## src/rtl/mem_arbiter_if.sv

```systemverilog
// mem_arbiter_if: bundle of the requester (D/I) and RAM-side signals of the
// shared memory-port arbiter. The slave modport is the arbiter's view. The
// master modport is the view of the pipeline stages and the RAM model.
interface mem_arbiter_if #(
  parameter int ADDR_W = 32,
  parameter int DATA_W = 32
);
  logic              d_req;
  logic              d_we;
  logic [ADDR_W-1:0] d_addr;
  logic [DATA_W-1:0] d_wdata;
  logic [DATA_W-1:0] d_rdata;
  logic              d_done;
  logic              i_req;
  logic [ADDR_W-1:0] i_addr;
  logic [DATA_W-1:0] i_rdata;
  logic              i_done;
  logic              ram_en;
  logic              ram_we;
  logic [ADDR_W-1:0] ram_addr;
  logic [DATA_W-1:0] ram_wdata;
  logic [DATA_W-1:0] ram_rdata;
  logic              ram_ack;
  logic              err;

  modport slave (
    input  d_req, d_we, d_addr, d_wdata, i_req, i_addr, ram_rdata, ram_ack,
    output d_rdata, d_done, i_rdata, i_done, ram_en, ram_we, ram_addr,
           ram_wdata, err
  );

  modport master (
    output d_req, d_we, d_addr, d_wdata, i_req, i_addr, ram_rdata, ram_ack,
    input  d_rdata, d_done, i_rdata, i_done, ram_en, ram_we, ram_addr,
           ram_wdata, err
  );
endinterface

```

## src/rtl/mem_arbiter.sv

```systemverilog
// mem_arbiter: shares one RAM port between the data port (D) and instruction
// fetch (I). Each access follows the sequence IDLE -> ACCESS -> DONE.
// RAM-side signals are held until ram_ack arrives. An access with no ack
// for TIMEOUT cycles is aborted with err.
// Optional macro MEM_ARB_ROUND_ROBIN_EN: when both sides request together,
// the grant alternates. Without this macro, D always wins a tie.
module mem_arbiter #(
  parameter int ADDR_W    = 32,
  parameter int DATA_W    = 32,
  parameter int TIMEOUT   = 255,
  parameter int TIMEOUT_W = 8
) (
  input  logic          clk,
  input  logic          rst,
  mem_arbiter_if.slave  bus
);

  typedef enum logic [1:0] {S_IDLE, S_ACCESS, S_DONE} state_t;

  localparam logic [TIMEOUT_W-1:0] TIMEOUT_CNT = TIMEOUT_W'(TIMEOUT);

  state_t                state_q, state_d;
  logic                  gnt_d_q, gnt_d_d;     // 1 = current grantee is D
  logic [TIMEOUT_W-1:0]  cnt_q, cnt_d;
  logic                  ram_en_q, ram_en_d;
  logic                  ram_we_q, ram_we_d;
  logic [ADDR_W-1:0]     ram_addr_q, ram_addr_d;
  logic [DATA_W-1:0]     ram_wdata_q, ram_wdata_d;
  logic [DATA_W-1:0]     d_rdata_q, d_rdata_d;
  logic [DATA_W-1:0]     i_rdata_q, i_rdata_d;
  logic                  d_done_q, d_done_d;
  logic                  i_done_q, i_done_d;
  logic                  err_q, err_d;
  logic                  pick_d;
`ifdef MEM_ARB_ROUND_ROBIN_EN
  logic                  last_i_q, last_i_d;   // 1 = last grant went to I
`endif

  // Grant selection for a request seen in IDLE
  always_comb begin
    pick_d = bus.d_req;
`ifdef MEM_ARB_ROUND_ROBIN_EN
    if (bus.d_req && bus.i_req) pick_d = last_i_q;
`endif
  end

  // Next-state and registered-output computation
  always_comb begin
    state_d     = state_q;
    gnt_d_d     = gnt_d_q;
    cnt_d       = cnt_q;
    ram_en_d    = ram_en_q;
    ram_we_d    = ram_we_q;
    ram_addr_d  = ram_addr_q;
    ram_wdata_d = ram_wdata_q;
    d_rdata_d   = d_rdata_q;
    i_rdata_d   = i_rdata_q;
    d_done_d    = 1'b0;
    i_done_d    = 1'b0;
    err_d       = 1'b0;
`ifdef MEM_ARB_ROUND_ROBIN_EN
    last_i_d    = last_i_q;
`endif
    unique case (state_q)
      S_IDLE: begin
        if (bus.d_req || bus.i_req) begin
          gnt_d_d     = pick_d;
          ram_en_d    = 1'b1;
          ram_we_d    = pick_d ? bus.d_we : 1'b0;
          ram_addr_d  = pick_d ? bus.d_addr : bus.i_addr;
          ram_wdata_d = pick_d ? bus.d_wdata : '0;
          cnt_d       = '0;
          state_d     = S_ACCESS;
`ifdef MEM_ARB_ROUND_ROBIN_EN
          last_i_d    = ~pick_d;
`endif
        end
      end
      S_ACCESS: begin
        if (bus.ram_ack) begin
          if (gnt_d_q) begin
            d_done_d = 1'b1;
            if (!ram_we_q) d_rdata_d = bus.ram_rdata;
          end else begin
            i_done_d  = 1'b1;
            i_rdata_d = bus.ram_rdata;
          end
          ram_en_d = 1'b0;
          ram_we_d = 1'b0;
          state_d  = S_DONE;
        end else if (cnt_q == TIMEOUT_CNT) begin
          if (gnt_d_q) begin
            d_done_d  = 1'b1;
            d_rdata_d = '0;
          end else begin
            i_done_d  = 1'b1;
            i_rdata_d = '0;
          end
          err_d    = 1'b1;
          ram_en_d = 1'b0;
          ram_we_d = 1'b0;
          state_d  = S_DONE;
        end else begin
          cnt_d = cnt_q + TIMEOUT_W'(1);
        end
      end
      S_DONE:  state_d = S_IDLE;
      default: state_d = S_IDLE;
    endcase
  end

  // State and output registers; async reset abandons any access in flight
  always_ff @(posedge clk or posedge rst) begin
    if (rst) begin
      state_q     <= S_IDLE;
      gnt_d_q     <= 1'b0;
      cnt_q       <= '0;
      ram_en_q    <= 1'b0;
      ram_we_q    <= 1'b0;
      ram_addr_q  <= '0;
      ram_wdata_q <= '0;
      d_rdata_q   <= '0;
      i_rdata_q   <= '0;
      d_done_q    <= 1'b0;
      i_done_q    <= 1'b0;
      err_q       <= 1'b0;
`ifdef MEM_ARB_ROUND_ROBIN_EN
      last_i_q    <= 1'b1;
`endif
    end else begin
      state_q     <= state_d;
      gnt_d_q     <= gnt_d_d;
      cnt_q       <= cnt_d;
      ram_en_q    <= ram_en_d;
      ram_we_q    <= ram_we_d;
      ram_addr_q  <= ram_addr_d;
      ram_wdata_q <= ram_wdata_d;
      d_rdata_q   <= d_rdata_d;
      i_rdata_q   <= i_rdata_d;
      d_done_q    <= d_done_d;
      i_done_q    <= i_done_d;
      err_q       <= err_d;
`ifdef MEM_ARB_ROUND_ROBIN_EN
      last_i_q    <= last_i_d;
`endif
    end
  end

  assign bus.ram_en    = ram_en_q;
  assign bus.ram_we    = ram_we_q;
  assign bus.ram_addr  = ram_addr_q;
  assign bus.ram_wdata = ram_wdata_q;
  assign bus.d_rdata   = d_rdata_q;
  assign bus.i_rdata   = i_rdata_q;
  assign bus.d_done    = d_done_q;
  assign bus.i_done    = i_done_q;
  assign bus.err       = err_q;

endmodule

```

## src/flat_wrapper.sv

```systemverilog
// flat-port wrapper written by rule: the top's interface ports become plain ports
module mem_arbiter_flat 
#(
  parameter int ADDR_W    = 32,
  parameter int DATA_W    = 32,
  parameter int TIMEOUT   = 255,
  parameter int TIMEOUT_W = 8
)
  (clk, rst, bus_d_req, bus_d_we, bus_d_addr, bus_d_wdata, bus_i_req, bus_i_addr, bus_ram_rdata, bus_ram_ack, bus_d_rdata, bus_d_done, bus_i_rdata, bus_i_done, bus_ram_en, bus_ram_we, bus_ram_addr, bus_ram_wdata, bus_err);
  mem_arbiter_if #(.ADDR_W(ADDR_W), .DATA_W(DATA_W)) bus_i ();
  input  logic clk;
  input  logic rst;
  input wire logic [$bits(bus_i.d_req)-1:0] bus_d_req;
  input wire logic [$bits(bus_i.d_we)-1:0] bus_d_we;
  input wire logic [$bits(bus_i.d_addr)-1:0] bus_d_addr;
  input wire logic [$bits(bus_i.d_wdata)-1:0] bus_d_wdata;
  input wire logic [$bits(bus_i.i_req)-1:0] bus_i_req;
  input wire logic [$bits(bus_i.i_addr)-1:0] bus_i_addr;
  input wire logic [$bits(bus_i.ram_rdata)-1:0] bus_ram_rdata;
  input wire logic [$bits(bus_i.ram_ack)-1:0] bus_ram_ack;
  output wire logic [$bits(bus_i.d_rdata)-1:0] bus_d_rdata;
  output wire logic [$bits(bus_i.d_done)-1:0] bus_d_done;
  output wire logic [$bits(bus_i.i_rdata)-1:0] bus_i_rdata;
  output wire logic [$bits(bus_i.i_done)-1:0] bus_i_done;
  output wire logic [$bits(bus_i.ram_en)-1:0] bus_ram_en;
  output wire logic [$bits(bus_i.ram_we)-1:0] bus_ram_we;
  output wire logic [$bits(bus_i.ram_addr)-1:0] bus_ram_addr;
  output wire logic [$bits(bus_i.ram_wdata)-1:0] bus_ram_wdata;
  output wire logic [$bits(bus_i.err)-1:0] bus_err;
  assign bus_i.d_req = bus_d_req;
  assign bus_i.d_we = bus_d_we;
  assign bus_i.d_addr = bus_d_addr;
  assign bus_i.d_wdata = bus_d_wdata;
  assign bus_i.i_req = bus_i_req;
  assign bus_i.i_addr = bus_i_addr;
  assign bus_i.ram_rdata = bus_ram_rdata;
  assign bus_i.ram_ack = bus_ram_ack;
  assign bus_d_rdata = bus_i.d_rdata;
  assign bus_d_done = bus_i.d_done;
  assign bus_i_rdata = bus_i.i_rdata;
  assign bus_i_done = bus_i.i_done;
  assign bus_ram_en = bus_i.ram_en;
  assign bus_ram_we = bus_i.ram_we;
  assign bus_ram_addr = bus_i.ram_addr;
  assign bus_ram_wdata = bus_i.ram_wdata;
  assign bus_err = bus_i.err;
  mem_arbiter #(.ADDR_W(ADDR_W), .DATA_W(DATA_W), .TIMEOUT(TIMEOUT), .TIMEOUT_W(TIMEOUT_W)) u_core (.clk(clk), .rst(rst), .bus(bus_i));
endmodule
```

## config.mk

```make
export PLATFORM = sky130hd
export DESIGN_NAME = mem_arbiter_flat
export DESIGN_NICKNAME = d
export VERILOG_FILES = /design/src/rtl/mem_arbiter_if.sv /design/src/rtl/mem_arbiter.sv /design/src/flat_wrapper.sv
export SDC_FILE = /design/constraint.sdc
export NUM_CORES = 1
export LEC_CHECK = 0
export CAP_MARGIN = 15
export CORE_ASPECT_RATIO = 0.7
export CORE_MARGIN = 3
export CORE_UTILIZATION = 44
export CTS_CLUSTER_SIZE = 30
export DETAILED_ROUTE_END_ITERATION = 6
export GPL_ROUTABILITY_DRIVEN = 0
export GPL_TIMING_DRIVEN = 0
export MAX_ROUTING_LAYER = met4
export PLACE_DENSITY = 0.85
export SETUP_SLACK_MARGIN = 0.15
export SKIP_LAST_GASP = 1
export SLEW_MARGIN = 15
export SYNTH_ARGS = -nofsm -noshare
export SYNTH_HDL_FRONTEND = slang
export SYNTH_SLANG_ARGS = --single-unit
```

## constraint.sdc

```tcl
create_clock -name clk -period 8.59 [get_ports clk]
set_clock_uncertainty 0.1 [all_clocks]
set_input_delay 1.2885 -clock clk [delete_from_list [all_inputs] [get_ports clk]]
set_output_delay 1.2885 -clock clk [all_outputs]
set_load 0.02 [all_outputs]
```

==> results of run 1 <==
## per-layer routing
metal	wire, um	vias up	track usage [%]
met5	0	-	-
met4	359	0	7.375
met3	817	31	4.436
met2	8219	173	37.66
met1	7470	2495	31.78
li1	-	2280	-
## worst reg2reg max path: stages (launching register included)
cell	delay (ns)
dfrtp_1	0.40
ha_1	0.30
nand3_2	0.16
o21ba_1	0.24
or3_1	0.31
buf_2	0.18
buf_6	0.16
a22o_1	0.24
## power by group through the flow
stage	registers [uW]	logic (uW)	clock network, uW
6_report	1170	1610	702
5_1_grt	1200	1720	747
3_3_place_gp	1150	1580	0
3_5_place_dp	1170	1620	0
4_1_cts	1170	1630	716
2_1_floorplan	1490	473	0
## stage by stage
stage	power, uW	hold WS, ns
2_1_floorplan	1963	0.3807
3_3_place_gp	2736	0.3650
3_5_place_dp	2791	0.3700
4_1_cts	3511	0.3833
5_1_grt	3667	0.4000
6_report	3483	0.3802
## cell usage in the layout, fill, tap and decap left out, types with 3 or more instances in the layout
| cell | netlist | layout |
|---|---|---|
| a21oi_1 | 4 | 4 |
| a22o_1 | 96 | 96 |
| buf_6 | 3 | 3 |
| clkbuf_1 | 31 | 32 |
| clkbuf_16 | 0 | 17 |
| clkdlybuf4s50_1 | 0 | 265 |
| clkinv_4 | 0 | 3 |
| clkinvlp_4 | 0 | 3 |
| dfrtp_1 | 144 | 144 |
| inv_1 | 8 | 7 |
| inv_6 | 0 | 4 |
| mux2i_1 | 32 | 32 |
| nand2_1 | 54 | 54 |
| nand3_1 | 6 | 6 |
| o211ai_1 | 5 | 5 |
| o21ai_0 | 45 | 45 |
| o21ai_1 | 3 | 3 |
## cell families after synthesis
family,share of synthesized area (%)
DFF,63.09
adders and majority gates,0.2190
AOI/OAI and AO/OA,20.96
buffers and inverters,3.461
muxes,5.608
and+or+nand+nor,6.659
## sequential cells by signal, indices dropped and copies added, names as in the netlist
| register | cells |
|---|---|
| u_core.bus.i_rdata | 32 |
| u_core.bus.ram_en | 1 |
| u_core.state_q | 2 |
| u_core.bus.ram_we | 1 |
| u_core.bus.ram_addr | 32 |
| u_core.bus.d_done | 1 |
| u_core.gnt_d_q | 1 |
| u_core.bus.d_rdata | 32 |
| u_core.cnt_q | 8 |
| u_core.bus.err | 1 |
| u_core.bus.i_done | 1 |
| u_core.bus.ram_wdata | 32 |
## path summary, 6_finish.rpt
path | start | endpoint | slack [ns] | cells after the start
hold reg to reg | u_core.bus.ram_addr[16] | u_core.bus.ram_addr[16] | 0.38 | 2
setup / recovery | bus_i_req | u_core.bus.ram_addr[23] | 5.64 | 6
hold / removal | u_core.bus.ram_addr[16] | u_core.bus.ram_addr[16] | 0.38 | 2
min in group asynchronous | rst | u_core.bus.i_rdata[5] | 1.20 | 2
max in group asynchronous | rst | u_core.bus.ram_we | 6.46 | 3
setup reg to reg | u_core.cnt_q[0] | u_core.bus.i_rdata[15] | 6.39 | 7
## cell type report
class,instances,area share (%)
Sequential cell,144,39.27
Tap cell,162,2.209
Timing Repair Buffer,266,29.21
Clock buffer,19,4.827
Multi-Input combinational cell,274,20.82
Clock inverter,13,1.418
Buffer,37,1.786
Inverter,9,0.4500
==> summary.txt, run 1 <==
Detailed routing
  • Routed WL: 16.87 mm
  • Post-DR wirelength/cell: 18.25 um
  • Routed Antenna Nets: 0
  • Total number of vias: 4979
  • Post-DR vias/cell: 5.389
  • Initial DRT Pass Iterations: 4
  • Residual DRC count: 0
  • First DRT Iteration DRCs: 217

Place
  • Post-Place Cell Area: 8602 um^2
  • Place WS: 5.137 ns
  • Placed Cells incl. Taps: 892
  • Detailed Place HPWL: 12.87 mm
  • PortBufs: 265

Power
  • Flop pwr share: 33.6%
  • Clock Power Share: 20.2%
  • Leak: 0.004013 uW
  • VDD IR max: 0.0001714 V
  • NetSw: 1306 uW
  • Pwr Density: 379.6 nW/um^2
  • Internal power: 2177 uW
  • Comb power frac: 46.3%
  • Sw frac: 37.51%

Finish
  • Multi-input logic area: 1911 um^2
  • Nets: 884
  • Filler cells: 840
  • Design Area, Final: 9175 um^2
  • Core Util, Final: 73.11%
  • Antenna diodes: 0
  • Post-Layout Cell Count: 924
  • Layout cells sized above 1: 5.512%
  • Area grow syn2layout: 60.64%
  • FF/Latch Area: 3603 um^2

Synth
  • Share of the synthesized area in the top cell type: 63.09%
  • Syn Nets: 599
  • #FFs+latches synth: 144
  • Top cells by count, synth: dfrtp_1, a22o_1, nand2_1
  • Syn_area_per_cell: 12.31 um^2
  • Yosys top cell by area: dfrtp_1
  • Synth async-reset ratio: 100.0%
  • Ys Warns: 0
  • Count leader, synth: dfrtp_1
  • Dominant synthesized flop cell: dfrtp_1
  • Syn Inst Count: 464
  • Library cells used by synthesis: 35
  • Synth top area cells: dfrtp_1, a22o_1, mux2i_1
  • Count of flip-flops with a built-in enable after synthesis: 0
  • Part of the Yosys area used for sequential elements: 63.09%
  • Synthesized area: 5712 um^2

STA
  • Final setup margin: 5.642 ns
  • Final Hold Fails: 0
  • Slew Limit Fails: 0
  • Worst-Margin Slew: 0.7135 ns
  • F_max: 339.2 MHz
  • RSZ-0062 raised after global routing: false
  • # setup viols final: 0
  • Fin crit share: 34.32%
  • TNS Setup: 0 ns
  • Slew headroom: 52.43%
  • Fin crit period: 2.948 ns

Clock network
  • CTS tree: built
  • Cts bufs inserted: 17
  • Clock Sinks: 144
  • # Post-CTS Setup Buffers: 0
  • Cts repair resizes: 0
  • Clock buffer depth: 2
  • CTS Hold Bufs: 0
  • Clock slew at reported path FFs: 0.06 ns
  • CTS Root Cell: clkbuf_16
  • # H-tree levels: 4
  • Skew-Pair Late Insertion Delay: 0.40 ns

Global route
  • Grt total ovfl: 0
  • All-Layer GR Usage: 23.87%
  • First-pass GRT wire length: 26.31 mm
  • Vias in the first global route: 5138
  • Initial antenna violation count: 0
  • Largest net degree at the start of global routing: 85

Worst setup path
  • CP max FO: 10
  • Arr. time, crit path: 3.16 ns
  • Critical Path, Cell by Cell: clkdlybuf4s50_1 -> o21ai_1 -> buf_2 -> buf_1 -> nand2_1 -> o21ai_0
  • Buf/Inv on CP: 3
  • Crit path required time: 8.80 ns
  • CP startpoint kind: primary input
  • Crit end category: register
  • Delay-heaviest family, CP: buffers and inverters
  • Crit-path slowest cell: o21ai_1
  • Critical path type: primary input to register
  • Critical path's largest stage delay: 0.50 ns

Die
  • Die area: 14410 um^2
  • Core ar.: 12550 um^2
  • Height of the die: 101.3 um
  • Die width: 142.2 um
  • Initial Util: 45.51%
  • Core Rows: 34
  • # IOs: 267

Worst hold path
  • Hold Path Class: register to register

Run status
  • Status: finished, final reports clean

Flow run
  • Max Cap Viol: 0
Power figures use the tool's default switching activity.
==> inputs of run 2 (changes only) <==
--- a/config.mk
+++ b/config.mk
@@ -8,13 +8,13 @@
 export CAP_MARGIN = 15
 export CORE_ASPECT_RATIO = 0.7
 export CORE_MARGIN = 3
-export CORE_UTILIZATION = 44
+export CORE_UTILIZATION = 41
 export CTS_CLUSTER_SIZE = 30
 export DETAILED_ROUTE_END_ITERATION = 6
 export GPL_ROUTABILITY_DRIVEN = 0
 export GPL_TIMING_DRIVEN = 0
 export MAX_ROUTING_LAYER = met4
-export PLACE_DENSITY = 0.85
+export PLACE_DENSITY = 0.8
 export SETUP_SLACK_MARGIN = 0.15
 export SKIP_LAST_GASP = 1
 export SLEW_MARGIN = 15
==> constraint.sdc (replaced) <==
create_clock -name clk -period 2.9 [get_ports clk]
set_clock_uncertainty 0.1 [all_clocks]
set_input_delay 0.435 -clock clk [delete_from_list [all_inputs] [get_ports clk]]
set_output_delay 0.435 -clock clk [all_outputs]
set_load 0.02 [all_outputs]
==> summary.txt, run 2 (synthesized netlist as in run 1, its figures left out) <==
Global route
  • GR met3 Demand/Resource: 5.722% (+1.3 points)
  • Vias in the first global route: 5319 (+3.5%)
  • Met1 Use GR: 31.11% (-0.68 points)
  • GR peak layer: met2
  • Met2 usage: 36.79% (-0.86 points)
  • First-pass GRT wire length: 28.12 mm (+6.9%)
  • Grt total ovfl: 0 (unchanged)
  • Largest net degree at the start of global routing: 39 (-54%)
  • All-Layer GR Usage: 23.41% (-0.46 points)
  • Initial antenna violation count: 0 (unchanged)

Clock network
  • Clock buffer depth: 2 (unchanged)
  • Skew-Pair Late Insertion Delay: 0.41 ns (about the same)
  • Clock slew at reported path FFs: 0.06 ns (about the same)
  • CTS Root Cell: clkbuf_16
  • # Post-CTS Setup Buffers: 0 (unchanged)
  • Cts bufs inserted: 17 (unchanged)
  • Clock Sinks: 144 (unchanged)
  • CTS Hold Bufs: 0 (unchanged)
  • CTS tree: built
  • Cts repair resizes: 0 (unchanged)
  • # H-tree levels: 4 (unchanged)

Detailed routing
  • Routed WL: 17.28 mm (+2.4%)
  • Routed Antenna Nets: 0 (unchanged)
  • Total number of vias: 4891 (-1.8%)
  • Initial DRT Pass Iterations: 4 (unchanged)
  • Post-DR wirelength/cell: 18.19 um (-0.36%)
  • First DRT Iteration DRCs: 215 (-0.92%)
  • Residual DRC count: 0 (unchanged)
  • Post-DR vias/cell: 5.148 (-4.5%)

Worst setup path
  • Critical path's largest stage delay: 0.57 ns (+0.07 ns)
  • Crit path required time: 3.06 ns (-5.74 ns)
  • Critical Path, Cell by Cell: clkdlybuf4s50_1 -> o21ai_1 -> buf_2 -> clkbuf_1 -> o21ai_0
  • Arr. time, crit path: 2.43 ns (-0.73 ns)
  • Crit-path slowest cell: o21ai_1
  • Crit end category: register
  • CP startpoint kind: primary input
  • Critical path type: primary input to register
  • Buf/Inv on CP: 3 (unchanged)
  • Delay-heaviest family, CP: buffers and inverters
  • R2R depth: 7 (unchanged)
  • CP max FO: 10 (unchanged)
  • Critical path depth: 5 (-1)

Die
  • # IOs: 267 (unchanged)
  • Core ar.: 13400 um^2 (+6.8%)
  • Die width: 147.1 um (+3.4%)
  • Core Rows: 35 (+2.9%)
  • Initial Util: 42.62% (-2.9 points)
  • Die area: 15410 um^2 (+6.9%)
  • Height of the die: 104.8 um (+3.4%)

Run status
  • Status: finished, final reports clean

STA
  • Fin crit share: 78.36%
  • RSZ-0062 raised after global routing: false
  • Final Hold Fails: 0 (unchanged)
  • Fin crit period: 2.272 ns
  • Worst-Margin Slew: 0.7626 ns (+0.04905 ns)
  • TNS Setup: 0 ns (unchanged)
  • F_max: 440.1 MHz
  • Slew headroom: 49.16% (-3.3 points)
  • # setup viols final: 0 (unchanged)
  • Slew Limit Fails: 0 (unchanged)

Finish
  • Layout cells sized above 1: 6.013% (+0.50 points)
  • Area grow syn2layout: 62.32%
  • Filler cells: 990 (+18%)
  • Antenna diodes: 0 (unchanged)
  • Nets: 887 (+0.34%)
  • Most common library cell in the layout ignoring fill and taps: clkdlybuf4s50_1
  • Most frequent cells in the layout: clkdlybuf4s50_1, dfrtp_1, a22o_1

Flow run
  • Max Cap Viol: 0 (unchanged)

Power
  • Total power: 10380 uW (+200%)
  • Sw frac: 37.83% (+0.33 points)
  • VDD IR max: 0.0005609 V (+230%)
  • Comb power frac: 46.1% (-0.2 points)
  • NetSw: 3928 uW (+200%)
  • Pwr Density: 1120 nW/um^2 (+190%)
  • Leak: 0.004045 uW (+0.79%)
  • Clock Power Share: 20.7% (+0.5 points)
  • Flop pwr share: 33.1% (-0.5 points)
  • Internal power: 6455 uW (+200%)

Worst hold path
  • Hold Path Class: primary input to async pin

Place
  • PortBufs: 265 (unchanged)
  • Detailed Place HPWL: 13.13 mm (+2.0%)
-- run 2: cell types whose count changed in the layout (fill, tap and decap cells not counted) --
cell / before / now
buf_12: 0 / 4
inv_6: 4 / 7
clkinv_8: 0 / 2
clkbuf_1: 32 / 31
buf_16: 1 / 0
clkbuf_8: 1 / 0
clkinv_4: 3 / 0
-- run 2: layout make-up --
cell class | instances | area (um^2) | share of cell area, %
clock inverters | 15 | 166.4 | 1.795
flip-flops and latches | 144 | 3603 | 38.87
repair buffers | 269 | 2733 | 29.47
multi-input cells | 274 | 1911 | 20.61
plain buffers | 37 | 163.9 | 1.768
inverters | 9 | 37.54 | 0.4049
clock buffers | 17 | 425.4 | 4.588
well taps | 185 | 231.5 | 2.497
-- run 2: worst paths after layout --
kind | start | to | slack (ns)
min in group clk | u_core.bus.ram_addr[22] | u_core.bus.ram_addr[22] | 0.38
hold / removal | rst | u_core.bus.ram_addr[21] | 0.21
max in group asynchronous | rst | u_core.bus.ram_wdata[4] | 1.80
setup reg to reg | u_core.cnt_q[0] | u_core.bus.i_rdata[14] | 0.69
hold reg to reg | u_core.bus.ram_addr[22] | u_core.bus.ram_addr[22] | 0.38
setup / recovery | bus_i_req | u_core.bus.ram_addr[21] | 0.63
-- run 2: stage by stage --
step,instance area (um^2),instances,utilization [%],setup WS (ns),hold WS (ns)
2_1_floorplan,5715,464,-,0.5600,0.3807
3_3_place_gp,8600,914,64.17,-0.5649,0.3642
3_5_place_dp,8680,918,64.77,0.1459,0.3696
4_1_cts,9271,950,69.19,0.5872,0.1946
5_1_grt,9271,950,69.19,0.4437,0.2174
6_report,9271,950,69.19,0.6276,0.2105
-- run 2: power groups by stage --
stage               clock [uW]  combinational (uW)  sequential (uW)
floorplan                    0                1400             4410
global placement             0                4700             3420
detailed placement           0                4820             3440
CTS                       2200                4840             3440
global route              2290                5110             3550
finish                    2150                4790             3440
-- run 2: per-layer routing --
layer  wire [um]  share of wire [%]
met5           0                  0
met4         163               0.94
met3        1060                6.1
met2        8238                 48
met1        7816                 45
